$ cat config.mk
export PLATFORM = sky130hd
export DESIGN_NAME = mux_share_arbiter
export DESIGN_NICKNAME = d
export VERILOG_FILES = /design/src/rtl/mux_share_arbiter.sv
export SDC_FILE = /design/constraint.sdc
export NUM_CORES = 1
export LEC_CHECK = 0
export CORE_UTILIZATION = 23
export CTS_BUF_LIST = sky130_fd_sc_hd__clkbuf_4
export CTS_CLUSTER_DIAMETER = 120
export DETAILED_ROUTE_END_ITERATION = 10
export MAX_ROUTING_LAYER = met4
export PLACE_DENSITY = 0.78
export SYNTH_ARGS = -nofsm -noshare
export SYNTH_HDL_FRONTEND = slang
export SYNTH_SLANG_ARGS = --single-unit
$ cat constraint.sdc
create_clock -name clk -period 1.5 [get_ports clk]
set_input_delay 0.3 -clock clk [delete_from_list [all_inputs] [get_ports clk]]
set_output_delay 0.3 -clock clk [all_outputs]
set_load 0.01 [all_outputs]
$ cat src/rtl/mux_share_arbiter.sv
`default_nettype none
// +--------------------------------------------------------------------------+
// | Module   : mux_share_arbiter                                             |
// | Purpose  : Round-robin burst arbiter driving a shared 2:1 data select    |
// |            with a valid/ready handshake toward the consumer.             |
// |            Define MUX_SHARE_ARB_FIXED_PRIO_EN for fixed priority (req0). |
// | Revision : 1.0                                                           |
// +--------------------------------------------------------------------------+
module mux_share_arbiter #(
    parameter int WIDTH = 32,
    parameter int BURST = 4
) (
    input  logic             clk,
    input  logic             reset,
    input  logic             req0,
    input  logic [WIDTH-1:0] d0,
    input  logic             req1,
    input  logic [WIDTH-1:0] d1,
    input  logic             out_ready,
    output logic [1:0]       gnt,
    output logic             sel,
    output logic             ack0,
    output logic             ack1,
    output logic             out_valid,
    output logic [WIDTH-1:0] out_data
);

    localparam int c_cntW = $clog2(BURST) + 1;
    localparam logic [c_cntW-1:0] c_cntLast = c_cntW'(BURST - 1);

    localparam logic [1:0] c_stIdle = 2'd0;
    localparam logic [1:0] c_stG0   = 2'd1;
    localparam logic [1:0] c_stG1   = 2'd2;

    logic [1:0]        r_state;
    logic [1:0]        w_stateNxt;
    logic [c_cntW-1:0] r_cnt;
    logic [c_cntW-1:0] w_cntNxt;
    logic              w_burstEnd;
`ifndef MUX_SHARE_ARB_FIXED_PRIO_EN
    logic              r_last;
    logic              w_lastNxt;
`endif

    assign w_burstEnd = (r_cnt == c_cntLast);

    assign gnt       = {r_state == c_stG1, r_state == c_stG0};
    assign sel       = (r_state == c_stG1);
    assign out_data  = sel ? d1 : d0;
    assign out_valid = (gnt[0] & req0) | (gnt[1] & req1);
    assign ack0      = gnt[0] & req0 & out_ready;
    assign ack1      = gnt[1] & req1 & out_ready;

    always_comb begin
        w_stateNxt = r_state;
        w_cntNxt   = r_cnt;
`ifndef MUX_SHARE_ARB_FIXED_PRIO_EN
        w_lastNxt  = r_last;
`endif
        case (r_state)
            c_stIdle: begin
                w_cntNxt = '0;
                if (req0 && req1) begin
`ifdef MUX_SHARE_ARB_FIXED_PRIO_EN
                    w_stateNxt = c_stG0;
`else
                    w_stateNxt = r_last ? c_stG0 : c_stG1;
`endif
                end else if (req0) begin
                    w_stateNxt = c_stG0;
                end else if (req1) begin
                    w_stateNxt = c_stG1;
                end
            end
            c_stG0: begin
                if (!req0) begin
                    // Release costs one bubble: this cycle carries no transfer.
                    w_stateNxt = req1 ? c_stG1 : c_stIdle;
                    w_cntNxt   = '0;
`ifndef MUX_SHARE_ARB_FIXED_PRIO_EN
                    w_lastNxt  = 1'b0;
`endif
                end else if (out_ready) begin
                    if (w_burstEnd) begin
                        w_cntNxt = '0;
`ifndef MUX_SHARE_ARB_FIXED_PRIO_EN
                        w_lastNxt = 1'b0;
                        if (req1) begin
                            w_stateNxt = c_stG1;
                        end
`endif
                    end else begin
                        w_cntNxt = r_cnt + 1'b1;
                    end
                end
            end
            c_stG1: begin
                if (!req1) begin
                    w_stateNxt = req0 ? c_stG0 : c_stIdle;
                    w_cntNxt   = '0;
`ifndef MUX_SHARE_ARB_FIXED_PRIO_EN
                    w_lastNxt  = 1'b1;
`endif
                end else if (out_ready) begin
                    if (w_burstEnd) begin
                        w_cntNxt = '0;
`ifndef MUX_SHARE_ARB_FIXED_PRIO_EN
                        w_lastNxt = 1'b1;
`endif
                        if (req0) begin
                            w_stateNxt = c_stG0;
                        end
                    end else begin
                        w_cntNxt = r_cnt + 1'b1;
                    end
                end
            end
            default: begin
                w_stateNxt = c_stIdle;
                w_cntNxt   = '0;
            end
        endcase
    end

    always_ff @(posedge clk or posedge reset) begin
        if (reset) begin
            r_state <= c_stIdle;
            r_cnt   <= '0;
        end else begin
            r_state <= w_stateNxt;
            r_cnt   <= w_cntNxt;
        end
    end

`ifndef MUX_SHARE_ARB_FIXED_PRIO_EN
    // last=1 after reset so requester 0 wins the first tie.
    always_ff @(posedge clk or posedge reset) begin
        if (reset) begin
            r_last <= 1'b1;
        end else begin
            r_last <= w_lastNxt;
        end
    end
`endif

endmodule
`default_nettype wire

# Yosys cells after proc, flatten, opt, wreduce, memory -nomap -nowiden
# Cells that the tools add are included.
# op_classes
n_addsub	1
muxes	27
n_eq_ne	8
bitwise	5
n_reduce_logical	5
# ops
operator	n
2-to-1 mux 32 bit	1
2-to-1 mux 2 bit	12
2-to-1 mux 3 bit	4
AND reduction 5 bit	2
!= test 3 bit, second input constant	3
2-to-1 mux 1 bit	7
!= test 3 x 2 -> 1 bit, second input constant	2
case mux 2 bit (3 select lines)	1
case mux 3 bit (2 select lines)	1
AND 1 bit	4
adder 3 x 1 -> 3 bit, second input constant	1
equality test 3 x 2 -> 1 bit, second input constant	1
equality test 2 x 1 -> 1 bit, second input constant	1
equality test 2 bit, second input constant	1
logical NOT 2 bit	1
case mux 1 bit (2 select lines)	1
nonzero test 2 bit	1
logical AND 1 bit	1
OR 1 bit	1
# totals
wordCells	49
out_inout_bits	38
in_bits	69
register_bits	6

# Longest topological paths before layout
# depth
word_depth	5
mapped_depth	8
ltp_nobuf	7

# Worst setup path before layout
# Ideal clock, no wire load.
# synth_path
kind	register -> output
start	reg r_state[0]
end	out out_data[10]
required_ns	1.200
path_slack_ns	-0.250
n_path_buf	2
path_stages_with_launch	6
t_arrival_ns	1.450
path_cell_list	dfrtp_1 inv_1 ha_1 buf_6 buf_2 mux2_2
# synth_via
elab_chain_len	2
# synth_rtl
item	line_no	text
from (decl)	35	logic [1:0] r_state;
from (signal assigned)	127	r_state <= c_stIdle;
from (signal assigned)	130	r_state <= w_stateNxt;
equality test 2 bit	48	assign sel = (r_state == c_stG1);
via sel	21	output logic sel,
2-to-1 mux 32 bit	49	assign out_data = sel ? d1 : d0;
to (decl)	25	output logic [WIDTH-1:0] out_data
# The timed path passes the listed nets, and every way through them passes these cells.

# Worst setup path after layout
# layout_path
start	reg r_state[0]
end	out out_data[16]
# layout_via
elab_chain_len	2
# layout_rtl
item	line_no
equality test 2 bit	48
2-to-1 mux 32 bit	49
# No other way between the ends.

==> flow_metrics.py <==
metrics = {
    "run_status": {
        "status": "complete, but fails checks",
        "violations": "negative setup slack",
    },
    "cells_and_area": {
        "layout.nets": 287,
        "drive_gt1_share_pct": 53.8,
        "final_cell_mix": "68 x clkdlybuf4s50_1, 43 x buf_6, 33 x mux2_4",
        "mostFrequentLayoutCell": "clkdlybuf4s50_1",
        "finalNonFillerCells": 258,
        "n_antenna_cell": 0,
        "area_growth_pct": 200,
    },
    "timing": {
        "setup-violations-final": 41,
        "setup_slack_ns": -0.369,
        "timing.slew.headroom_pct": 81.3,
        "tightest_slew_ns": 0.280,
        "max_freq_mhz": 535,
        "period_share_pct": 125,
        "rsz0062_at_grt": "yes",
        "finalSetupTns_ns": -11.32,
        "worst_clock_skew_ns": 0.00435,
        "period_minus_slack_ns": 1.87,
        "hold_viol_final": 0,
        "drv_slew": 0,
    },
    "critical_path": {
        "path_class": "flop to output port",
        "cp_slowest_stage_delay_ns": 0.38,
        "path_cells": "inv_2 -> ha_4 -> buf_12 -> buf_8 -> mux2_4 -> buf_6",
        "crit_path_start_kind": "flop",
        "crit_buf_inv": 4,
        "cp_top_family": "buffers and inverters",
        "cp-end-kind": "output port",
        "required_ns": 1.20,
        "crit_fanout": 5,
        "crit_slowest_cell": "dfrtp_1",
        "crit_arrival_ns": 1.57,
    },
    "logic_synthesis": {
        "synth_cell_types": 26,
        "synth_top_family_by_area": "multiplexers",
        "ys_top_cells_by_area": "mux2_2 45%, dfrtp_1 16%, ha_1 7.8%, dfstp_2 3.3%, nor2_1 3.3%",
        "ys_warn_count": 0,
        "avgSynthCellArea_um2": 9.69,
        "ys_ff_latch": 6,
        "synth_xor_area_share_pct": 0,
        "synth-simple-area-share_pct": 10.7,
        "synth.top_cell.area_share_pct": 44.8,
        "synthesis.nets": 157,
        "seq_area_frac_synth_pct": 18.8,
        "synth_compound_area_share_pct": 7.93,
        "synthAdderAreaFrac_pct": 7.78,
        "syn-cell-area_um2": 805,
        "syn_inst": 83,
        "yosys.area.top_type": "mux2_2",
        "synthMuxAreaShare_pct": 48.7,
    },
    "grt": {
        "grt_pass1_vias": 1326,
        "gr-usage-all-layers_pct": 25.5,
        "grt_first_pass_wirelength_um": 6670,
        "antenna_found_initial": 0,
        "grt_max_degree": 9,
        "overflow": 0,
    },
    "floorplanning": {
        "dieWidth_um": 61.1,
        "io_pins": 107,
        "initial_core_util_pct": 24.1,
        "num_rows": 21,
        "core_area_mm2": 0.00334,
        "die_height_um": 61.1,
        "die_area_mm2": 0.00374,
    },
    "placement": {
        "portBuffers": 106,
        "hpwl_um": 3310,
        "place_congestion": 0.784,
        "dpl.cell_count": 244,
    },
    "cts": {
        "htreeDepth": 1,
        "root_buffer": "clkbuf_4",
        "clockBufferDepth": 2,
        "clock_latency_ns": 0.24,
        "clkTransAtPathRegs_ns": 0.05,
        "cts_buffers": 3,
        "clock_sinks": 6,
        "cts_tree": "yes",
    },
    "routing": {
        "drt_first_pass_iters": 4,
        "drc": 0,
        "detail_route.wl_per_cell_um": 18.2,
        "wl_um": 4690,
        "dr_total_vias": 1205,
        "vias_per_cell": 4.67,
        "drtAntennaViolNets": 0,
        "drt_iter0_drc": 32,
    },
    "power_and_ir_drop": {
        "power.switching_uw": 1070,
        "p_comb_share_pct": 86.5,
        "p_per_area_mw_per_mm2": 1270,
        "p_seq_share_pct": 7.7,
        "p_leak_uw": 0.00111,
        "p_sw_share_pct": 34.8,
        "p_int_uw": 2000,
        "irDropWorstVdd_mv": 0.844,
        "clkPwrFrac_pct": 5.8,
    },
    "worst_hold_path": {
        "hp-class": "input pin to asynchronous set/reset pin",
    },
    "flow_run": {
        "max_cap_violations": 0,
    },
}
-- final timing paths --
| kind | to | slack [ns] | cells after the start | startpoint |
|---|---|---|---|---|
| worst max register to register | r_state[0] | -0.30 | 8 | r_state[1] |
| worst min-delay path | r_state[1] | 0.26 | 2 | reset |
| max in group asynchronous | r_last | 0.99 | 2 | reset |
| worst max-delay path | out_data[16] | -0.37 | 6 | r_state[0] |
| min in group clk | r_cnt[2] | 0.54 | 2 | r_cnt[2] |
| worst min register to register | r_cnt[2] | 0.54 | 2 | r_cnt[2] |
-- registers in the layout, summed over array words and instances, names as in the netlist --
| signal | cells |
|---|---|
| r_last | 1 |
| r_state | 2 |
| r_cnt | 3 |
-- logic make-up after synthesis --
| kind of cell | Yosys count |
|---|---|
| buffers and inverters | 9 |
| AOI/OAI and AO/OA | 9 |
| adders and majority gates | 5 |
| DFF | 6 |
| and+or+nand+nor | 19 |
| muxes | 35 |
-- power groups by stage --
stage,Clock [uW],Combinational (uW),Sequential [uW]
CTS,181,2650,234
finish,179,2660,236
global placement,0,2110,235
floorplan,0,1180,242
detailed placement,0,2150,237
global route,189,2800,241
-- timing repair --
action | in CTS | in global routing
resized for setup | 206 | 7
buffers inserted | 9 | 2
gates cloned | 1 | 0
pin swaps | 5 | 6
setup endpoints to repair | 41 | 44
hold buffers | 0 | 0
-- stage by stage --
stage | util [%] | power [uW] | setup slack, ns | hold WS [ns] | area [um^2]
final | 72.4 | 3070 | -0.369 | 0.261 | 2410
after global routing | 72.4 | 3230 | -0.429 | 0.303 | 2410
after CTS | 72.4 | 3060 | -0.376 | 0.274 | 2420
after detailed placement | 64.6 | 2390 | -0.440 | 0.524 | 2160
after global placement | 64.6 | 2340 | -0.455 | 0.506 | 2160
after floorplan | - | 1420 | -0.0459 | 0.0902 | 962
-- cells in the mapped netlist --
cell type,count
nand2b_1,1
and3_2,1
a21oi_1,2
nor2_1,7
or3_1,1
mux2_1,1
o21ai_1,1
dfrtp_1,5
ha_1,5
a311oi_1,1
mux2i_1,2
inv_1,4
o41ai_1,1
buf_4,1
and3_1,1
buf_6,1
a22oi_2,1
nand2_1,6
o21ai_0,1
buf_2,3
nor2b_1,1
mux2_2,32
a21o_1,1
a31oi_1,1
dfstp_2,1
nand3_1,1
-- worst reg2reg max path, delay by kind of cell, from the launching register on --
kind                       cells  cell delay [ns]
buffers and inverters          3             0.36
and+or+nand+nor                1             0.34
DFF                            1             0.42
adders and majority gates      1             0.17
AOI/OAI and AO/OA              3             0.45
-- routing by layer --
metal	share of wire, %	global-route usage (%)	vias up
met1	35	23.7	568
met4	3.5	9.74	0
met3	12	9.03	18
met2	49	47.4	61
li1	-	-	558
met5	0	-	-
-- final cells by class --
type                       instances  area (um^2)
clock buffer                       4         30.0
inverter                           4         15.0
sequential                         6          151
tap                               46         57.6
timing repair buffer             130         1370
multi-input combinational         68          796
fill                             221          922
No activity file was read; power rests on OpenSTA's default activity.
==> edit 1: new RTL, config.mk and constraints unchanged <==
`WIDTH`: 32 -> 48.
--- a/src/rtl/mux_share_arbiter.sv
+++ b/src/rtl/mux_share_arbiter.sv
@@ -7,7 +7,7 @@
 // | Revision : 1.0                                                           |
 // +--------------------------------------------------------------------------+
 module mux_share_arbiter #(
-    parameter int WIDTH = 32,
+    parameter int WIDTH = 48,
     parameter int BURST = 4
 ) (
     input  logic             clk,
Interface: changed (resized d0, d1 and out_data); port bits go from 107 to 155. No check against the original RTL was run, so the function may have changed too.
==> edit 1 against the unedited design <==
Die area rose by 23%. Critical endpoint is now out_data[40]. Final area rose by 36%. First-iteration DRC count rose by 3.1%. Area after synthesis rose by 24%. Sequential cell count did not move. Total power rose by 35%. Core utilization rose by 8.1 points. The flow still finishes with violations (setup timing). Routed wire length rose by 24%. Setup slack got worse by 0.039 ns. Register-to-register slack improved by 0.08 ns. Critical path type unchanged. Hold slack improved by 0.011 ns. Clock skew barely moved. Global-route usage fell by 2.7 points. Combinational power rose by 40%.
==> edit 1: results <==
INSERT INTO impl_metrics (metric_group, metric, value, unit) VALUES
('place', 'globalplace.congestion', '0.814', ''),
('yosys', 'synth_nets', '207', ''),
('route', 'drt_iter0_drc', '33', ''),
('yosys', 'post_synth_most_frequent_cells', 'sky130_fd_sc_hd__mux2_2, sky130_fd_sc_hd__nor2_1, sky130_fd_sc_hd__nand2_1', ''),
('global_route', 'grt_start_max_net_pins', '13', ''),
('global_route', 'grt_pass1_vias', '1403', ''),
('final_layout', 'layout.cells.non_filler', '334', ''),
('place', 'place_area', '0.00271', 'mm2'),
('pwr', 'p_leak', '1.51', 'nW'),
('global_route', 'grt_first_pass_wirelength', '7.47', 'mm'),
('timing', 'finalSetupViolCount', '57', ''),
('place', 'placed_cells', '312', ''),
('place', 'hpwl', '3.94', 'mm'),
('yosys', 'synth_area_per_cell', '9.85', 'um2'),
('final_layout', 'finish.net_count', '391', ''),
('yosys', 'yosysUniqueCellTypes', '24', ''),
('route', 'routed_wl', '5.82', 'mm'),
('pwr', 'vdd_ir_drop_max', '0.00129', 'V'),
('outcome', 'result_of_the_run', 'finished with violations', ''),
('yosys', 'synth_seq_area_share', '0.152', ''),
('outcome', 'failed_checks', 'setup timing', ''),
('final_layout', 'drive_above_1_share', '0.539', ''),
('timing', 'worst_clock_skew', '0.00399', 'ns'),
('place', 'io_buffer_count', '154', ''),
('setup_path', 'worst-endpoint-arrival', '1.61', 'ns'),
('timing', 'finalWorstSetupSlack', '-0.409', 'ns');
==> edit 1: where the power goes <==
part / internal (mW) / leakage, nW / switching (mW)
Clock: 0.118 / 0.0184 / 0.0518
Combinational: 2.42 / 1.42 / 1.32
Sequential: 0.207 / 0.0777 / 0.0269
==> edit 1: worst max-delay path by stage <==
stage | slack [ns] | cells after the start | start | endpoint
floorplan | -0.06 | 6 | r_state[1] | r_state[0]
global placement | -0.46 | 5 | r_state[0] | out_data[2]
detailed placement | -0.46 | 5 | r_state[0] | out_data[2]
CTS | -0.44 | 6 | r_state[1] | out_data[36]
global route | -0.46 | 6 | r_state[0] | out_data[40]
finish | -0.41 | 6 | r_state[0] | out_data[40]
==> edit 1: per-stage QoR <==
| stage | power, mW | hold slack [ns] | setup WS, ns | setup TNS (ns) |
|---|---|---|---|---|
| 5_1_grt | 4.34 | 0.307 | -0.460 | -22.70 |
| 3_3_place_gp | 2.76 | 0.503 | -0.459 | -22.04 |
| 6_report | 4.14 | 0.272 | -0.409 | -19.61 |
| 2_1_floorplan | 1.51 | 0.0902 | -0.0637 | -3.07 |
| 4_1_cts | 3.79 | 0.277 | -0.444 | -18.08 |
| 3_5_place_dp | 2.78 | 0.508 | -0.462 | -22.25 |
==> edit 1: layout make-up <==
class | instances | area (um2) | share of cell area
Timing Repair Buffer | 186 | 2000 | 0.609
Tap cell | 50 | 62.6 | 0.0190
Inverter | 4 | 15.0 | 0.00457
Clock buffer | 4 | 30.0 | 0.00913
Multi-Input combinational cell | 84 | 1030 | 0.312
Sequential cell | 6 | 151 | 0.0460
==> edit 1: metal layers <==
| metal | vias up | track usage | part of all wire |
|---|---|---|---|
| li1 | 737 | - | - |
| met1 | 717 | 0.252 | 0.36 |
| met2 | 73 | 0.432 | 0.55 |
| met3 | 6 | 0.0253 | 0.075 |
| met4 | 0 | 0.0426 | 0.013 |
| met5 | - | - | 0 |
==> edit 1: kinds of logic after synthesis <==
family                     count (synthesis)  share of synthesized area
buffers and inverters                     11                     0.0591
DFF                                        6                      0.152
muxes                                     51                      0.575
and+or+nand+nor                           19                     0.0868
adders and majority gates                  5                     0.0629
AOI/OAI and AO/OA                          9                     0.0642
==> edit 1: timing repair <==
action	4_1_cts	5_1_grt
resized for setup	304	23
setup endpoints to repair	57	60
pin swaps	3	3
endpoints found under the hold margin	0	0
buffers inserted	6	7
gates cloned	4	2
==> edit 2: new RTL, same flow settings <==
Without the edit above. Make the reset (`reset`) synchronous in 2 clocked blocks.
--- a/src/rtl/mux_share_arbiter.sv
+++ b/src/rtl/mux_share_arbiter.sv
@@ -122,7 +122,7 @@
         endcase
     end
 
-    always_ff @(posedge clk or posedge reset) begin
+    always_ff @(posedge clk) begin
         if (reset) begin
             r_state <= c_stIdle;
             r_cnt   <= '0;
@@ -134,7 +134,7 @@
 
 `ifndef MUX_SHARE_ARB_FIXED_PRIO_EN
     // last=1 after reset so requester 0 wins the first tie.
-    always_ff @(posedge clk or posedge reset) begin
+    always_ff @(posedge clk) begin
         if (reset) begin
             r_last <= 1'b1;
         end else begin
Formal check against the unedited RTL: differs if reset is asserted again (counterexample within 4 cycles, from zero or initial values and one cycle with reset high); with reset held inactive, the same outputs for 10 cycles.
==> edit 2 against the unedited design <==
The run still ends with setup timing left. Routed wire length fell by 13%. Hold slack improved by 0.17 ns. Sequential cell count did not move. Total power fell by 9.0%. Area after synthesis rose by 1.7%. Setup slack improved by 0.076 ns. Register-to-register slack improved by 0.21 ns. Cell count fell by 1.6%. Final area fell by 3.4%. Critical path type unchanged. Highest routed layer unchanged.
==> edit 2: results <==
INSERT INTO impl_metrics (metric_group, metric, value, unit) VALUES
('setup_path', 'worstPathMaxFanout', '4', ''),
('place', 'globalplace.congestion', '0.758', ''),
('timing', 'fin_hold_ws', '0.436', 'ns'),
('yosys', 'synth_nets', '162', ''),
('final_layout', 'layout.cells.non_filler', '254', ''),
('setup_path', 'timing.rr.end', 'r_state[1]', ''),
('setup_path', 'worst-endpoint-arrival', '1.49', 'ns'),
('setup_path', 'timing.critical_path.slowest_cell_delay', '0.33', 'ns'),
('outcome', 'failed_checks', 'setup timing', ''),
('outcome', 'result_of_the_run', 'finished with violations', ''),
('yosys', 'synth_fa_ha_area_frac', '0.0765', ''),
('final_layout', 'drive_above_1_share', '0.476', ''),
('timing', 'finalWorstSetupSlack', '-0.294', 'ns'),
('global_route', 'grt_pass1_vias', '1174', ''),
('route', 'routed_wl', '4.06', 'mm'),
('place', 'hpwl', '2.77', 'mm'),
('timing', 'finalSetupViolCount', '37', ''),
('place', 'place_ws', '-0.367', 'ns'),
('setup_path', 'critical-path-slowest-cell', 'sky130_fd_sc_hd__dfxtp_2', ''),
('yosys', 'post_synth_most_frequent_cells', 'sky130_fd_sc_hd__mux2_2, sky130_fd_sc_hd__nor2_1, sky130_fd_sc_hd__dfxtp_1', '');
edit 2: critical path: cells and delay by family (launching register included):
kind       cells  cell delay (ns)
fa+ha+maj      1             0.17
buf+inv        4             0.46
flops          1             0.33
mux            1             0.30
edit 2: layout make-up:
type / count / area [um2]
tap: 46 / 57.6
multi-input combinational: 72 / 810
clock buffer: 3 / 22.5
sequential: 6 / 125
inverter: 4 / 15.0
fill: 259 / 1030
timing repair buffer: 123 / 1300
edit 2: stage by stage:
stage	utilization	area, um2	setup TNS, ns
after floorplan	-	838	-0.651
after global placement	0.600	2020	-11.60
after detailed placement	0.600	2020	-12.53
after CTS	0.678	2280	-9.35
after global routing	0.693	2330	-10.61
final	0.693	2330	-8.54
edit 2: repair_timing:
action | 4_1_cts | 5_1_grt
cloned | 2 | 1
setup buffers | 4 | 1
pin swaps | 6 | 6
endpoints found under the setup margin | 40 | 41
gates resized for setup | 215 | 15
edit 2: per-layer routing:
layer,track usage,part of all wire,up-vias
li1,-,-,558
met1,0.209,0.36,555
met2,0.382,0.56,39
met3,0.0378,0.068,8
met4,0.0667,0.015,0
met5,-,0,-
edit 2: cell families after synthesis:
kind of cell,after synthesis
buf+inv,10
simple gates,21
flops,6
mux,34
fa+ha+maj,5
compound gates,12
edit 2: how the worst min path moves through the flow:
stage / to / from / cells past startpoint
after floorplan: r_last / reset / 1
after global placement: r_cnt[2] / r_cnt[2] / 2
after detailed placement: r_cnt[2] / r_cnt[2] / 2
after CTS: r_cnt[2] / r_cnt[2] / 2
after global routing: r_cnt[2] / r_cnt[2] / 2
final: r_cnt[2] / r_cnt[2] / 2
edit 2: power by group through the flow:
stage	logic [mW]	registers (mW)	clock network, mW
finish	2.40	0.243	0.150
global route	2.53	0.247	0.172
CTS	2.29	0.238	0.157
detailed placement	1.82	0.235	0
global placement	1.79	0.232	0
floorplan	0.920	0.237	0
